### src/rtl/biquad_coef_loader.sv
// Biquad coefficient loader: collects 5-word coefficient frames into a shadow
// register and copies them into one section of the active bank on a
// sample-boundary strobe, so a section never runs on mixed old/new coefficients.
module biquad_coef_loader #(
  parameter int                 SECTIONS = 4,
  parameter int                 SEC_W    = 2,
  parameter logic signed [15:0] UNITY    = 16'sh4000
) (
  input  logic                     clk,
  input  logic                     rst,
  input  logic                     wr_valid,
  output logic                     wr_ready,
  input  logic [15:0]              wr_data,
  input  logic [SEC_W-1:0]         wr_sec,
  input  logic                     abort,
  input  logic                     commit_en,
  output logic [SECTIONS*16-1:0]   coef_b0,
  output logic [SECTIONS*16-1:0]   coef_b1,
  output logic [SECTIONS*16-1:0]   coef_b2,
  output logic [SECTIONS*16-1:0]   coef_a1,
  output logic [SECTIONS*16-1:0]   coef_a2,
  output logic                     busy,
  output logic                     updated,
  output logic                     err
);

  typedef enum logic [1:0] {IDLE, LOAD, PEND} state_t;

  state_t           state;
  logic [2:0]       count;
  logic [SEC_W-1:0] sec_q;
  logic [15:0]      shadow [5];

  logic [15:0] b0_q [SECTIONS];
  logic [15:0] b1_q [SECTIONS];
  logic [15:0] b2_q [SECTIONS];
  logic [15:0] a1_q [SECTIONS];
  logic [15:0] a2_q [SECTIONS];

  logic xfer;
  logic sec_bad;

  assign xfer    = wr_valid & wr_ready;
  assign sec_bad = (32'(sec_q) >= 32'(SECTIONS));

  // Pack the active bank onto the per-coefficient output buses.
  for (genvar k = 0; k < SECTIONS; k++) begin : g_pack
    assign coef_b0[16*k +: 16] = b0_q[k];
    assign coef_b1[16*k +: 16] = b1_q[k];
    assign coef_b2[16*k +: 16] = b2_q[k];
    assign coef_a1[16*k +: 16] = a1_q[k];
    assign coef_a2[16*k +: 16] = a2_q[k];
  end

  // Frame FSM, shadow capture and active-bank commit, all with registered outputs.
  // NOTE: sequential state uses non-blocking assignments so every register
  // samples pre-edge values regardless of statement order in this block.
  always_ff @(posedge clk) begin
    if (rst) begin
      state    <= IDLE;
      wr_ready <= 1'b1;
      busy     <= 1'b0;
      updated  <= 1'b0;
      err      <= 1'b0;
      count    <= '0;
      sec_q    <= '0;
      for (int i = 0; i < 5; i++) shadow[i] <= '0;
      // NOTE: the active bank is deliberately reset (unlike a plain RAM) so the
      // biquads come out of reset as pass-through filters.
      for (int k = 0; k < SECTIONS; k++) begin
        b0_q[k] <= UNITY;
        b1_q[k] <= '0;
        b2_q[k] <= '0;
        a1_q[k] <= '0;
        a2_q[k] <= '0;
      end
    end else begin
      updated <= 1'b0;
      err     <= 1'b0;
      if (abort) begin
        // Abort beats any word or commit presented in the same cycle.
        state    <= IDLE;
        wr_ready <= 1'b1;
        busy     <= 1'b0;
        count    <= '0;
        sec_q    <= '0;
        for (int i = 0; i < 5; i++) shadow[i] <= '0;
      end else begin
        unique case (state)
          IDLE: begin
            if (xfer) begin
              shadow[0] <= wr_data;
              sec_q     <= wr_sec;
              count     <= 3'd1;
              state     <= LOAD;
              busy      <= 1'b1;
            end
          end
          LOAD: begin
            if (xfer) begin
              shadow[count] <= wr_data;
              count         <= count + 3'd1;
              if (count == 3'd4) begin
                if (sec_bad) begin
                  // Out-of-range section: drop the whole frame.
                  err   <= 1'b1;
                  state <= IDLE;
                  busy  <= 1'b0;
                  count <= '0;
                end else begin
                  state    <= PEND;
                  wr_ready <= 1'b0;
                end
              end
            end
          end
          PEND: begin
            if (commit_en) begin
              for (int k = 0; k < SECTIONS; k++) begin
                if (32'(sec_q) == 32'(k)) begin
                  b0_q[k] <= shadow[0];
                  b1_q[k] <= shadow[1];
                  b2_q[k] <= shadow[2];
                  a1_q[k] <= shadow[3];
                  a2_q[k] <= shadow[4];
                end
              end
              updated  <= 1'b1;
              state    <= IDLE;
              wr_ready <= 1'b1;
              busy     <= 1'b0;
              count    <= '0;
            end
          end
          default: begin
            state    <= IDLE;
            wr_ready <= 1'b1;
            busy     <= 1'b0;
            count    <= '0;
          end
        endcase
      end
    end
  end

endmodule

### config.mk
export PLATFORM = sky130hd
export DESIGN_NAME = biquad_coef_loader
export DESIGN_NICKNAME = d
export VERILOG_FILES = /design/src/rtl/biquad_coef_loader.sv
export SDC_FILE = /design/constraint.sdc
export NUM_CORES = 1
export LEC_CHECK = 0
export BUFFER_PORTS_ARGS = -buffer_cell sky130_fd_sc_hd__buf_2
export CORE_AREA = 8 8 178 180
export DETAILED_ROUTE_END_ITERATION = 6
export DIE_AREA = 0 0 186 188
export GPL_TIMING_DRIVEN = 0
export PLACE_DENSITY_LB_ADDON = 0.1
export SETUP_SLACK_MARGIN = 0.05
export SYNTH_ARGS = -nofsm -noshare
export SYNTH_HDL_FRONTEND = slang
export SYNTH_SLANG_ARGS = --single-unit
### constraint.sdc
create_clock -name clk -period 3.84 [get_ports clk]
set_input_delay 0.768 -clock clk [delete_from_list [all_inputs] [get_ports clk]]
set_output_delay 0.768 -clock clk [all_outputs]
set_load 0.02 [all_outputs]
==> results.yml <==
critical_path:
  cp_cell_sequence: "nand3b_2, nor2_1, a31o_4, buf_16"
  cp_slowest_cell: "a31o_4"
  max_stage_delay_ns: 0.63
  start_kind: "flop"
  crit_type: "reg2reg"
  crit_path_end_kind: "flop"
  worstPathMaxFanout: 49
  cp.required_ns: 4.04
  crit_buf_inv: 1
  worstPathArrival_ns: 2.67
  rrSetupSlack_ns: 1.36
  critPathTopFamily: "simple AND/OR/NAND/NOR gates"
timing:
  min_period_over_period: 0.6448
  tightestPinTransition_ns: 1.025
  fmax_mhz: 403.9
  setup_viol: 0
  rsz0062_at_grt: "no"
  hold_violations: 0
  relSlewSlack: 0.3117
  period_minus_slack_ns: 2.476
  drv_slew: 0
  clock_skew_ns: 0.01209
cells_and_area:
  final_layout_size_suffix_gt1_frac: 0.3367
  nFillCells: 2132
  most-common-layout-cells: "edfxtp_1, buf_2, and2_1"
  seqCellArea_sq_um: 12210
  multi_input_area_sq_um: 2975
  syn2layout_area_growth_pct: 24.69
  post-route-util: 0.6614
  stdcell_area_sq_um: 19180
  finalNetCount: 1364
  mostFrequentLayoutCell: "edfxtp_1"
placement:
  io_buffers: 344
  dp_hpwl_um: 28310
  placed_area_sq_um: 17780
  gp_congestion: 0.7978
yosys:
  synthCells: 944
  yosys_warnings: 0
  synthTopCellsByArea: "edfxtp_1, and2_1, nor2_1, dfxtp_1, clkbuf_2"
  synth_seq_area_share: 0.7937
  synth_top_area_cell: "edfxtp_1"
  avgSynthCellArea_sq_um: 16.30
  synthFlopType: "edfxtp_1"
  ys_types: 39
  synth_top_cell_area_share: 0.7807
  ys_ff_latch: 410
  synthesis.area_sq_um: 15390
  synth_fp_nets: 969
  synth-edff-count: 400
  synthArstFlopShare: 0
status:
  status: "finished clean"
power_and_ir_drop:
  max-vdd-ir-drop_mv: 0.4728
  leakage_nw: 7.994
  power_density_nw_per_um2: 505.4
  power_mw: 9.695
grt:
  grt_max_degree: 53
  grt_pass1_wl_um: 57000
  grt_pass1_vias: 8941
  antenna_found_initial: 3
  grt_use_total: 0.2221
  gr-total-overflow: 0
clock_tree:
  postCtsSetupBuffers: 0
  postCtsResizedCells: 0
  clockBufferDepth: 3
  cts_root_buf: "clkbuf_16"
  cts.clk_slew.worst_paths_ns: 0.06
  clock_latency_ns: 0.53
  hold_buffers: 0
  numCtsBuffers: 42
  cts_tree: "done"
  h-tree-depth: 2
  clock_sinks: 410
detailed_routing:
  routed.top_layer: "met5"
  routed_wl_um: 39690
  drc: 0
  wl_per_cell_um: 22.51
  postRouteAntennaNets: 0
  met3_wirelength_um: 3579
  wl_met1_um: 15530
  drtPass1Iterations: 5
  vias: 8877
  route.met2.wl_um: 19570
  vias_per_cell: 5.035
  first_iter_violations: 715
floorplan:
  die_h_um: 188
  ios: 347
  die_x_um: 186
  start_util: 0.5304
  num_rows: 63
  dieArea_sq_um: 34970
  core_sq_um: 29010
flow_run:
  max-cap-violations: 0
min_path:
  min_path_type: "in2reg"
final timing paths:
check | startpoint | endpoint | cells past startpoint
max | state[0] | a1_q[1][7] | 4
min | wr_sec[1] | sec_q[1] | 3
max reg2reg | state[0] | a1_q[1][7] | 4
min reg2reg | busy | busy | 2
stage by stage:
| step | setup WS, ns | hold slack, ns | cells | setup TNS, ns |
|---|---|---|---|---|
| global route | 1.278 | 0.4858 | 1763 | 0 |
| floorplan | 0.5534 | 0.4985 | 944 | 0 |
| global placement | -0.3445 | 0.4756 | 1678 | -5.489 |
| finish | 1.364 | 0.4780 | 1763 | 0 |
| CTS | 1.332 | 0.4540 | 1762 | 0 |
| detailed placement | 0.9299 | 0.4894 | 1685 | 0 |
power breakdown:
group | switching [mW] | leakage, nW | internal [mW]
logic | 0.336 | 3.02 | 0.117
registers | 0.0887 | 4.28 | 5.05
clock network | 1.64 | 0.693 | 2.46
total | 2.07 | 7.99 | 7.63
state kept, by name (all words and copies together), names as in the netlist, 2 cells and up:
| register | cells |
|---|---|
| a1_q | 64 |
| shadow | 80 |
| b1_q | 64 |
| b0_q | 64 |
| state | 2 |
| a2_q | 64 |
| count | 3 |
| sec_q | 2 |
| b2_q | 64 |
synth_stat cells, types with 3 or more instances:
master / count
edfxtp_1: 400
and2_1: 348
nor2_1: 54
clkbuf_2: 26
nand2_1: 20
clkbuf_1: 15
dfxtp_1: 10
a21oi_1: 7
nand2b_1: 7
nand3_1: 6
buf_2: 5
o21ai_0: 5
a31o_2: 4
nor2b_1: 4
nor4_4: 4
inv_1: 3
tightest hold or removal path: stages:
cell and delay, ns:
buf_2 0.07, nand3_1 0.06, o31ai_1 0.06
logic make-up after synthesis:
family / after synthesis / synth area share
adder cells (fa/ha/maj): 2 / 0.001626
AO/OA/AOI/OAI: 24 / 0.01025
other: 1 / 0.0002437
buffers and inverters: 52 / 0.01594
AND/OR/NAND/NOR: 455 / 0.1783
flip-flops: 410 / 0.7937
area by class of cell:
| type | instances | area share |
|---|---|---|
| diodes | 1 | 0.0001304 |
| plain buffers | 48 | 0.01200 |
| clock buffers | 56 | 0.06241 |
| clock inverters | 21 | 0.01076 |
| inverters | 4 | 0.0007826 |
| multi-input cells | 482 | 0.1551 |
| flip-flops and latches | 410 | 0.6365 |
| well taps | 390 | 0.02544 |
| repair buffers | 351 | 0.09685 |
metal layers:
layer,vias up,track usage
li1,4101,-
met3,64,0.05671
met5,-,0
met4,4,0.06261
met2,356,0.3757
met1,4352,0.2789
No activity file was read; power rests on OpenSTA's default activity.
